## src/rtl/jpeg_blk_seq_if.sv

```systemverilog
// jpeg_blk_seq_if: control/status bundle between the JPEG block sequencer and its surroundings
//   start/start_buf/abort : block requests and cancel (driven by master)
//   busy/done/ovf         : sequencer status
//   in_rd_*               : input BRAM read port control
//   dct_en/mux1/t_wr/t_rd : DCT enable, DCT input mux and transpose strobes
//   mux2_sel/out_*/rec_idx: coefficient-pair select, output BRAM write and reciprocal index
//   blk_cnt               : completed block count
interface jpeg_blk_seq_if #(
  parameter int N = 8,
  parameter int IBUF_W = 1
);
  localparam int W = N / 2;
  localparam int LN = $clog2(N);
  localparam int LW = (W > 1) ? $clog2(W) : 1;
  localparam int AW = 1 + $clog2(N * W);
  localparam int RW = $clog2(N * N);
  logic start;
  logic [IBUF_W-1:0] start_buf;
  logic abort;
  logic busy;
  logic done;
  logic ovf;
  logic in_rd_en;
  logic [IBUF_W+LN-1:0] in_rd_addr;
  logic dct_en;
  logic mux1;
  logic t_wr;
  logic t_rd;
  logic [LW-1:0] mux2_sel;
  logic out_we;
  logic [AW-1:0] out_addr;
  logic [RW-1:0] rec_idx;
  logic out_buf;
  logic [15:0] blk_cnt;
  modport master (
    output start, start_buf, abort,
    input busy, done, ovf, in_rd_en, in_rd_addr, dct_en, mux1, t_wr, t_rd,
    input mux2_sel, out_we, out_addr, rec_idx, out_buf, blk_cnt
  );
  modport slave (
    input start, start_buf, abort,
    output busy, done, ovf, in_rd_en, in_rd_addr, dct_en, mux1, t_wr, t_rd,
    output mux2_sel, out_we, out_addr, rec_idx, out_buf, blk_cnt
  );
endinterface

```

## src/rtl/jpeg_blk_seq.sv

```systemverilog
// jpeg_blk_seq: sequencer for one 2-D DCT + quantisation pass over an NxN block
//   clk_i, rst_i : system clock, synchronous active-high reset
//   bus (slave)  : requests in (start/start_buf/abort); status, BRAM, DCT,
//                  transpose and output-buffer controls out
// A row pass (ROW) reads N input rows and writes the DCT results into the
// transpose; a column pass (COL) reads them back beat by beat and writes W
// coefficient pairs per beat into the ping-pong output buffer.
module jpeg_blk_seq #(
  parameter int N = 8,
  parameter int RD_LAT = 1,
  parameter int DCT_LAT = 4,
  parameter int IBUF_W = 1
) (
  input logic clk_i,
  input logic rst_i,
  jpeg_blk_seq_if.slave bus
);
  localparam int W = N / 2;
  localparam int LN = $clog2(N);
  localparam int LW = (W > 1) ? $clog2(W) : 1;
  localparam int WDW = $clog2(N * W);
  localparam int AW = 1 + WDW;
  localparam int RW = $clog2(N * N);
  localparam int ROWL = N + RD_LAT + DCT_LAT;
  localparam int BEATS = N + DCT_LAT;
  localparam int CW = $clog2(ROWL);
  localparam int BW = $clog2(BEATS);
  localparam logic [CW-1:0] C_LAST = CW'(ROWL - 1);
  localparam logic [CW-1:0] C_RD = CW'(N);
  localparam logic [CW-1:0] C_DS = CW'(RD_LAT);
  localparam logic [CW-1:0] C_DE = CW'(RD_LAT + N + DCT_LAT - 2);
  localparam logic [CW-1:0] C_TS = CW'(RD_LAT + DCT_LAT);
  localparam logic [BW-1:0] B_LAST = BW'(BEATS - 1);
  localparam logic [BW-1:0] B_TR = BW'(N);
  localparam logic [BW-1:0] B_WS = BW'(DCT_LAT);
  localparam logic [LW-1:0] K_LAST = LW'(W - 1);
  typedef enum logic [1:0] {IDLE, ROW, COL} state_e;
  state_e state_q, state_d;
  logic [CW-1:0] c_q, c_d;
  logic [BW-1:0] b_q, b_d;
  logic [LW-1:0] k_q, k_d;
  logic [IBUF_W-1:0] ibuf_q, ibuf_d, qbuf_q, qbuf_d;
  logic qfull_q, qfull_d, done_q, done_d, ovf_q, ovf_d, obuf_q, obuf_d;
  logic [15:0] cnt_q, cnt_d;
  logic busy_q, busy_d, rd_q, rd_d, dct_q, dct_d, mux1_q, mux1_d;
  logic twr_q, twr_d, trd_q, trd_d, we_q, we_d;
  logic [IBUF_W+LN-1:0] rda_q, rda_d;
  logic [LW-1:0] sel_q, sel_d;
  logic [AW-1:0] addr_q, addr_d;
  logic [RW-1:0] rec_q, rec_d;
  logic [WDW-1:0] word_d;
  logic row_end, col_end, busy_eff, req, launch, take;
  always_ff @(posedge clk_i) begin
    if (rst_i) begin
      state_q <= IDLE;
      c_q <= '0;
      b_q <= '0;
      k_q <= '0;
      ibuf_q <= '0;
      qbuf_q <= '0;
      qfull_q <= 1'b0;
      done_q <= 1'b0;
      ovf_q <= 1'b0;
      obuf_q <= 1'b0;
      cnt_q <= '0;
      busy_q <= 1'b0;
      rd_q <= 1'b0;
      rda_q <= '0;
      dct_q <= 1'b0;
      mux1_q <= 1'b0;
      twr_q <= 1'b0;
      trd_q <= 1'b0;
      we_q <= 1'b0;
      sel_q <= '0;
      addr_q <= '0;
      rec_q <= '0;
    end else begin
      state_q <= state_d;
      c_q <= c_d;
      b_q <= b_d;
      k_q <= k_d;
      ibuf_q <= ibuf_d;
      qbuf_q <= qbuf_d;
      qfull_q <= qfull_d;
      done_q <= done_d;
      ovf_q <= ovf_d;
      obuf_q <= obuf_d;
      cnt_q <= cnt_d;
      busy_q <= busy_d;
      rd_q <= rd_d;
      rda_q <= rda_d;
      dct_q <= dct_d;
      mux1_q <= mux1_d;
      twr_q <= twr_d;
      trd_q <= trd_d;
      we_q <= we_d;
      sel_q <= sel_d;
      addr_q <= addr_d;
      rec_q <= rec_d;
    end
  end
  // The done cycle and a pending queued block both count as busy, so a start
  // arriving then is queued (or dropped) instead of launching directly.
  always_comb begin
    row_end = state_q == ROW && c_q == C_LAST;
    col_end = state_q == COL && b_q == B_LAST && k_q == K_LAST;
    busy_eff = state_q != IDLE || done_q || qfull_q;
    req = bus.start && !bus.abort;
    launch = !bus.abort && (qfull_q ? (state_q == IDLE || col_end) : (state_q == IDLE && req && !busy_eff));
    take = busy_eff && req && !qfull_q;
    state_d = bus.abort ? IDLE : launch ? ROW : row_end ? COL : col_end ? IDLE : state_q;
    c_d = (state_q == ROW && state_d == ROW) ? c_q + 1'b1 : '0;
    k_d = (state_q == COL && state_d == COL && k_q != K_LAST) ? k_q + 1'b1 : '0;
    b_d = (state_q == COL && state_d == COL) ? b_q + BW'(k_q == K_LAST) : '0;
    ibuf_d = launch ? (qfull_q ? qbuf_q : bus.start_buf) : ibuf_q;
    qfull_d = !bus.abort && ((qfull_q && !launch) || take);
    qbuf_d = take ? bus.start_buf : qbuf_q;
    ovf_d = busy_eff && req && qfull_q;
    done_d = col_end && !bus.abort;
    cnt_d = cnt_q + 16'(done_d);
    obuf_d = obuf_q ^ done_d;
  end
  // Outputs are decoded from the next state so they register in step with it.
  // Write beats are contiguous, so the word index just follows the last address.
  always_comb begin
    word_d = we_q ? addr_q[WDW-1:0] + 1'b1 : '0;
    busy_d = state_d != IDLE;
    rd_d = state_d == ROW && c_d < C_RD;
    rda_d = rd_d ? {ibuf_d, c_d[LN-1:0]} : '0;
    dct_d = state_d == ROW ? (c_d >= C_DS && c_d <= C_DE) : (state_d == COL && k_d == K_LAST && b_d < B_LAST);
    mux1_d = state_d == COL;
    twr_d = state_d == ROW && c_d >= C_TS;
    trd_d = state_d == COL && k_d == K_LAST && b_d < B_TR;
    we_d = state_d == COL && b_d >= B_WS;
    sel_d = we_d ? k_d : '0;
    addr_d = we_d ? {obuf_q, word_d} : '0;
    rec_d = we_d ? {word_d, 1'b0} : '0;
  end
  assign bus.busy = busy_q;
  assign bus.done = done_q;
  assign bus.ovf = ovf_q;
  assign bus.in_rd_en = rd_q;
  assign bus.in_rd_addr = rda_q;
  assign bus.dct_en = dct_q;
  assign bus.mux1 = mux1_q;
  assign bus.t_wr = twr_q;
  assign bus.t_rd = trd_q;
  assign bus.mux2_sel = sel_q;
  assign bus.out_we = we_q;
  assign bus.out_addr = addr_q;
  assign bus.rec_idx = rec_q;
  assign bus.out_buf = obuf_q;
  assign bus.blk_cnt = cnt_q;
endmodule

```

## src/flat_wrapper.sv

```systemverilog
// flat-port wrapper written by rule: the top's interface ports become plain ports
module jpeg_blk_seq_flat 
#(
  parameter int N = 8,
  parameter int RD_LAT = 1,
  parameter int DCT_LAT = 4,
  parameter int IBUF_W = 1
)
  (clk_i, rst_i, bus_start, bus_start_buf, bus_abort, bus_busy, bus_done, bus_ovf, bus_in_rd_en, bus_in_rd_addr, bus_dct_en, bus_mux1, bus_t_wr, bus_t_rd, bus_mux2_sel, bus_out_we, bus_out_addr, bus_rec_idx, bus_out_buf, bus_blk_cnt);
  jpeg_blk_seq_if #(.N(N), .IBUF_W(IBUF_W)) bus_i ();
  input logic clk_i;
  input logic rst_i;
  input wire logic [$bits(bus_i.start)-1:0] bus_start;
  input wire logic [$bits(bus_i.start_buf)-1:0] bus_start_buf;
  input wire logic [$bits(bus_i.abort)-1:0] bus_abort;
  output wire logic [$bits(bus_i.busy)-1:0] bus_busy;
  output wire logic [$bits(bus_i.done)-1:0] bus_done;
  output wire logic [$bits(bus_i.ovf)-1:0] bus_ovf;
  output wire logic [$bits(bus_i.in_rd_en)-1:0] bus_in_rd_en;
  output wire logic [$bits(bus_i.in_rd_addr)-1:0] bus_in_rd_addr;
  output wire logic [$bits(bus_i.dct_en)-1:0] bus_dct_en;
  output wire logic [$bits(bus_i.mux1)-1:0] bus_mux1;
  output wire logic [$bits(bus_i.t_wr)-1:0] bus_t_wr;
  output wire logic [$bits(bus_i.t_rd)-1:0] bus_t_rd;
  output wire logic [$bits(bus_i.mux2_sel)-1:0] bus_mux2_sel;
  output wire logic [$bits(bus_i.out_we)-1:0] bus_out_we;
  output wire logic [$bits(bus_i.out_addr)-1:0] bus_out_addr;
  output wire logic [$bits(bus_i.rec_idx)-1:0] bus_rec_idx;
  output wire logic [$bits(bus_i.out_buf)-1:0] bus_out_buf;
  output wire logic [$bits(bus_i.blk_cnt)-1:0] bus_blk_cnt;
  assign bus_i.start = bus_start;
  assign bus_i.start_buf = bus_start_buf;
  assign bus_i.abort = bus_abort;
  assign bus_busy = bus_i.busy;
  assign bus_done = bus_i.done;
  assign bus_ovf = bus_i.ovf;
  assign bus_in_rd_en = bus_i.in_rd_en;
  assign bus_in_rd_addr = bus_i.in_rd_addr;
  assign bus_dct_en = bus_i.dct_en;
  assign bus_mux1 = bus_i.mux1;
  assign bus_t_wr = bus_i.t_wr;
  assign bus_t_rd = bus_i.t_rd;
  assign bus_mux2_sel = bus_i.mux2_sel;
  assign bus_out_we = bus_i.out_we;
  assign bus_out_addr = bus_i.out_addr;
  assign bus_rec_idx = bus_i.rec_idx;
  assign bus_out_buf = bus_i.out_buf;
  assign bus_blk_cnt = bus_i.blk_cnt;
  jpeg_blk_seq #(.N(N), .RD_LAT(RD_LAT), .DCT_LAT(DCT_LAT), .IBUF_W(IBUF_W)) u_core (.clk_i(clk_i), .rst_i(rst_i), .bus(bus_i));
endmodule
```

## config.mk

```make
export PLATFORM = sky130hd
export DESIGN_NAME = jpeg_blk_seq_flat
export DESIGN_NICKNAME = d
export VERILOG_FILES = /design/src/rtl/jpeg_blk_seq_if.sv /design/src/rtl/jpeg_blk_seq.sv /design/src/flat_wrapper.sv
export SDC_FILE = /design/constraint.sdc
export NUM_CORES = 1
export LEC_CHECK = 0
export CORE_MARGIN = 1
export CORE_UTILIZATION = 45
export DETAILED_ROUTE_END_ITERATION = 10
export GPL_TIMING_DRIVEN = 0
export PLACE_DENSITY = 0.83
export SLEW_MARGIN = 20
export SYNTH_ARGS = -nofsm -noshare
export SYNTH_HDL_FRONTEND = slang
export SYNTH_SLANG_ARGS = --single-unit
```

## constraint.sdc

```tcl
create_clock -name clk_i -period 2.43 [get_ports clk_i]
set_input_delay 0.729 -clock clk_i [delete_from_list [all_inputs] [get_ports clk_i]]
set_output_delay 0.729 -clock clk_i [all_outputs]
set_load 0.03 [all_outputs]
```

==> qor.csv <==
metric;value;unit
status;finished, final reports clean;
gp_congestion;0.836;
max_slew_margin;0.625;
clk_latency;0.30;ns
syn-cell-area;2180;sq um
rows;24;
place_hpwl;3020;um
fin_crit_sh;0.936;
io_buffer_count;46;
cts_tree;done;
drive_above_1_share;0.100;
tightest_slew;0.556;ns
ios;49;
syn_inst;225;
holdWs;0.479;ns
power.density;524;nW/um^2
cts_buffer_depth;2;
area_growth;30.9;%
synth_cell_types;43;
p_switching;299;uW
start_util;0.485;
multi_input_area;1060;sq um
synth_seq_cells;53;
die_h;71.7;um
min_path_type;reg -> reg;
setup_viol;0;
power.clock.fraction;0.387;
design.die.area;5130;sq um
grt_max_degree;17;
yosys-top-cells-count;53 x dfxtp_1, 23 x nor2_1, 15 x nand3_1, 12 x xor2_1, 11 x a21oi_1;
drtAntennaViolNets;0;
vdd_drop_max;0.000388;V
avgSynthCellArea;9.70;sq um
timing.fmax;439;MHz
cp.arrival;2.51;ns
n_antenna_cell;0;
p_leak;0.00114;uW
synth.most_common_cell;dfxtp_1;
period_needed;2.28;ns
gr-total-overflow;0;
synth-edff-count;0;
tns;0;ns
critPathLaunchType;flop;
drtPass1Iterations;6;
cts.reportedPaths.clkPinSlew;0.09;ns
num_vias;1744;
synthesis.nets;238;
synth_top_area_frac;0.486;
drcViolationCount;0;
synthTopCellsByArea;dfxtp_1 49%, xor2_1 4.8%, ha_1 4.6%;
swShare;0.200;
die_width;71.7;um
cts.htree.levels;2;
critPathRequiredTime;2.67;ns
cts_root_buf;clkbuf_8;
critical_path_peak_fanout;8;
p_int;1200;uW
coreArea;4500;sq um
fin_cells;331;
numClockSinks;53;
grt_pass1_wl;7060;um
hold_viol;0;
seq_power_share;0.584;
wl;4200;um
synthArstFlopShare;0;
path_class;reg -> reg;
grt_pass1_vias;1628;
final_max_slew_viol_count;0;
grtUsageTotal;0.174;
finClkSkew;0.00555;ns
vias_per_cell;5.27;
antenna_found_initial;0;
yosys_warnings;0;
ys_seq_area_frac;0.486;
n_fill_cell;377;
nets;291;
drv_cap;0;
cts_buffers;5;
pwr-share-comb;0.029;
wl_per_cell;12.7;um
synth-main-ff-cell;dfxtp_1;
drtIter0Drc;96;
rsz0062_at_grt;no;
crit_path_end_kind;flop;
yosysTopAreaCell;dfxtp_1;
dpl.cell_count;323;
seqCellArea;1060;sq um
## worst max-delay path: stages, from the launching register on
cell      delay [ns]
dfxtp_2         0.39
ha_4            0.21
nand4b_4        0.15
nor3_4          0.22
ha_1            0.21
ha_1            0.18
and2_2          0.20
nand3_1         0.14
or3_1           0.38
a21oi_1         0.13
## power by group through the flow
stage	sequential [uW]	combinational, uW	clock (uW)
floorplan	898	23.6	0
global placement	894	42.1	0
detailed placement	895	42.6	0
CTS	874	43.0	602
global route	875	47.5	637
finish	874	43.4	580
## area by class of cell
cell class              instances  share of cell area
plain buffers                  13              0.0276
clock buffers                   6              0.0254
clock inverters                 2              0.0136
inverters                       3             0.00394
multi-input cells             155               0.372
flip-flops and latches         53               0.372
well taps                      52              0.0228
repair buffers                 47               0.164
## cell usage in the layout, fill, tap and decap left out, types with 6 or more instances in the layout
master	synthesis	final
xor2_1	12	12
xnor2_1	7	7
buf_4	7	8
ha_1	8	7
nand3_1	15	15
and2_1	7	6
a21oi_1	11	11
dfxtp_1	53	52
nor2_1	23	23
and3_1	7	7
nand4_1	7	7
o21ai_0	8	8
clkdlybuf4s50_1	0	46
## what timing repair did
action                                  4_1_cts  5_1_grt
endpoints found under the setup margin        3        6
gates resized for setup                       2        5
hold buffers                                  0        0
pin swaps                                     0        1
buffers inserted                              0        1
## worst paths after layout
| check | start | depth (start not counted) | to | slack, ns |
|---|---|---|---|---|
| max | u_core.k_q[0] | 9 | u_core.bus.blk_cnt[14] | 0.15 |
| min reg2reg | u_core.k_q[0] | 1 | u_core.k_q[0] | 0.48 |
| max reg2reg | u_core.k_q[0] | 9 | u_core.bus.blk_cnt[14] | 0.15 |
| min | u_core.k_q[0] | 1 | u_core.k_q[0] | 0.48 |
## stage by stage
| step | power (uW) | cell area, sq um | util | worst slack (ns) |
|---|---|---|---|---|
| final | 1500 | 2860 | 0.635 | 0.154 |
| after global routing | 1560 | 2860 | 0.635 | 0.0122 |
| after CTS | 1520 | 2830 | 0.628 | 0.00206 |
| after detailed placement | 937 | 2710 | 0.601 | -0.201 |
| after global placement | 937 | 2710 | 0.601 | -0.180 |
| after floorplan | 922 | 2180 | - | 0.0515 |
## logic make-up after synthesis
| kind of cell | after synthesis | share of synthesized area |
|---|---|---|
| xor+xnor | 19 | 0.0762 |
| compound gates | 32 | 0.0957 |
| fa+ha+maj | 8 | 0.0458 |
| mux | 3 | 0.0138 |
| flops | 53 | 0.486 |
| other cells | 1 | 0.00172 |
| buf+inv | 17 | 0.0430 |
| simple gates | 92 | 0.238 |
## registers in the layout (all words and copies together) (netlist names)
name and flops:
u_core.bus.dct_en 1, u_core.qbuf_q 1, u_core.bus.blk_cnt 16, u_core.bus.ovf 1
u_core.state_q 2, u_core.bus.t_wr 1, u_core.bus.mux2_sel 2, u_core.bus.rec_idx 4
u_core.ibuf_q 1, u_core.bus.busy 1, u_core.qfull_q 1, u_core.bus.out_addr 2
u_core.bus.out_we 1, u_core.bus.out_buf 1, u_core.bus.mux1 1, u_core.bus.in_rd_en 1
u_core.bus.t_rd 1, u_core.bus.done 1, u_core.k_q 2, u_core.bus.in_rd_addr 4
u_core.b_q 4, u_core.c_q 4
## routing by layer
layer  GRT usage  wire length [um]  vias to the layer above
li1            -                 -                      885
met1       0.211              1970                      812
met2       0.292              1990                       39
met3      0.0464               159                        8
met4      0.0719                78                        0
met5           0                 0                        -
(Power assumes the default switching activity.)
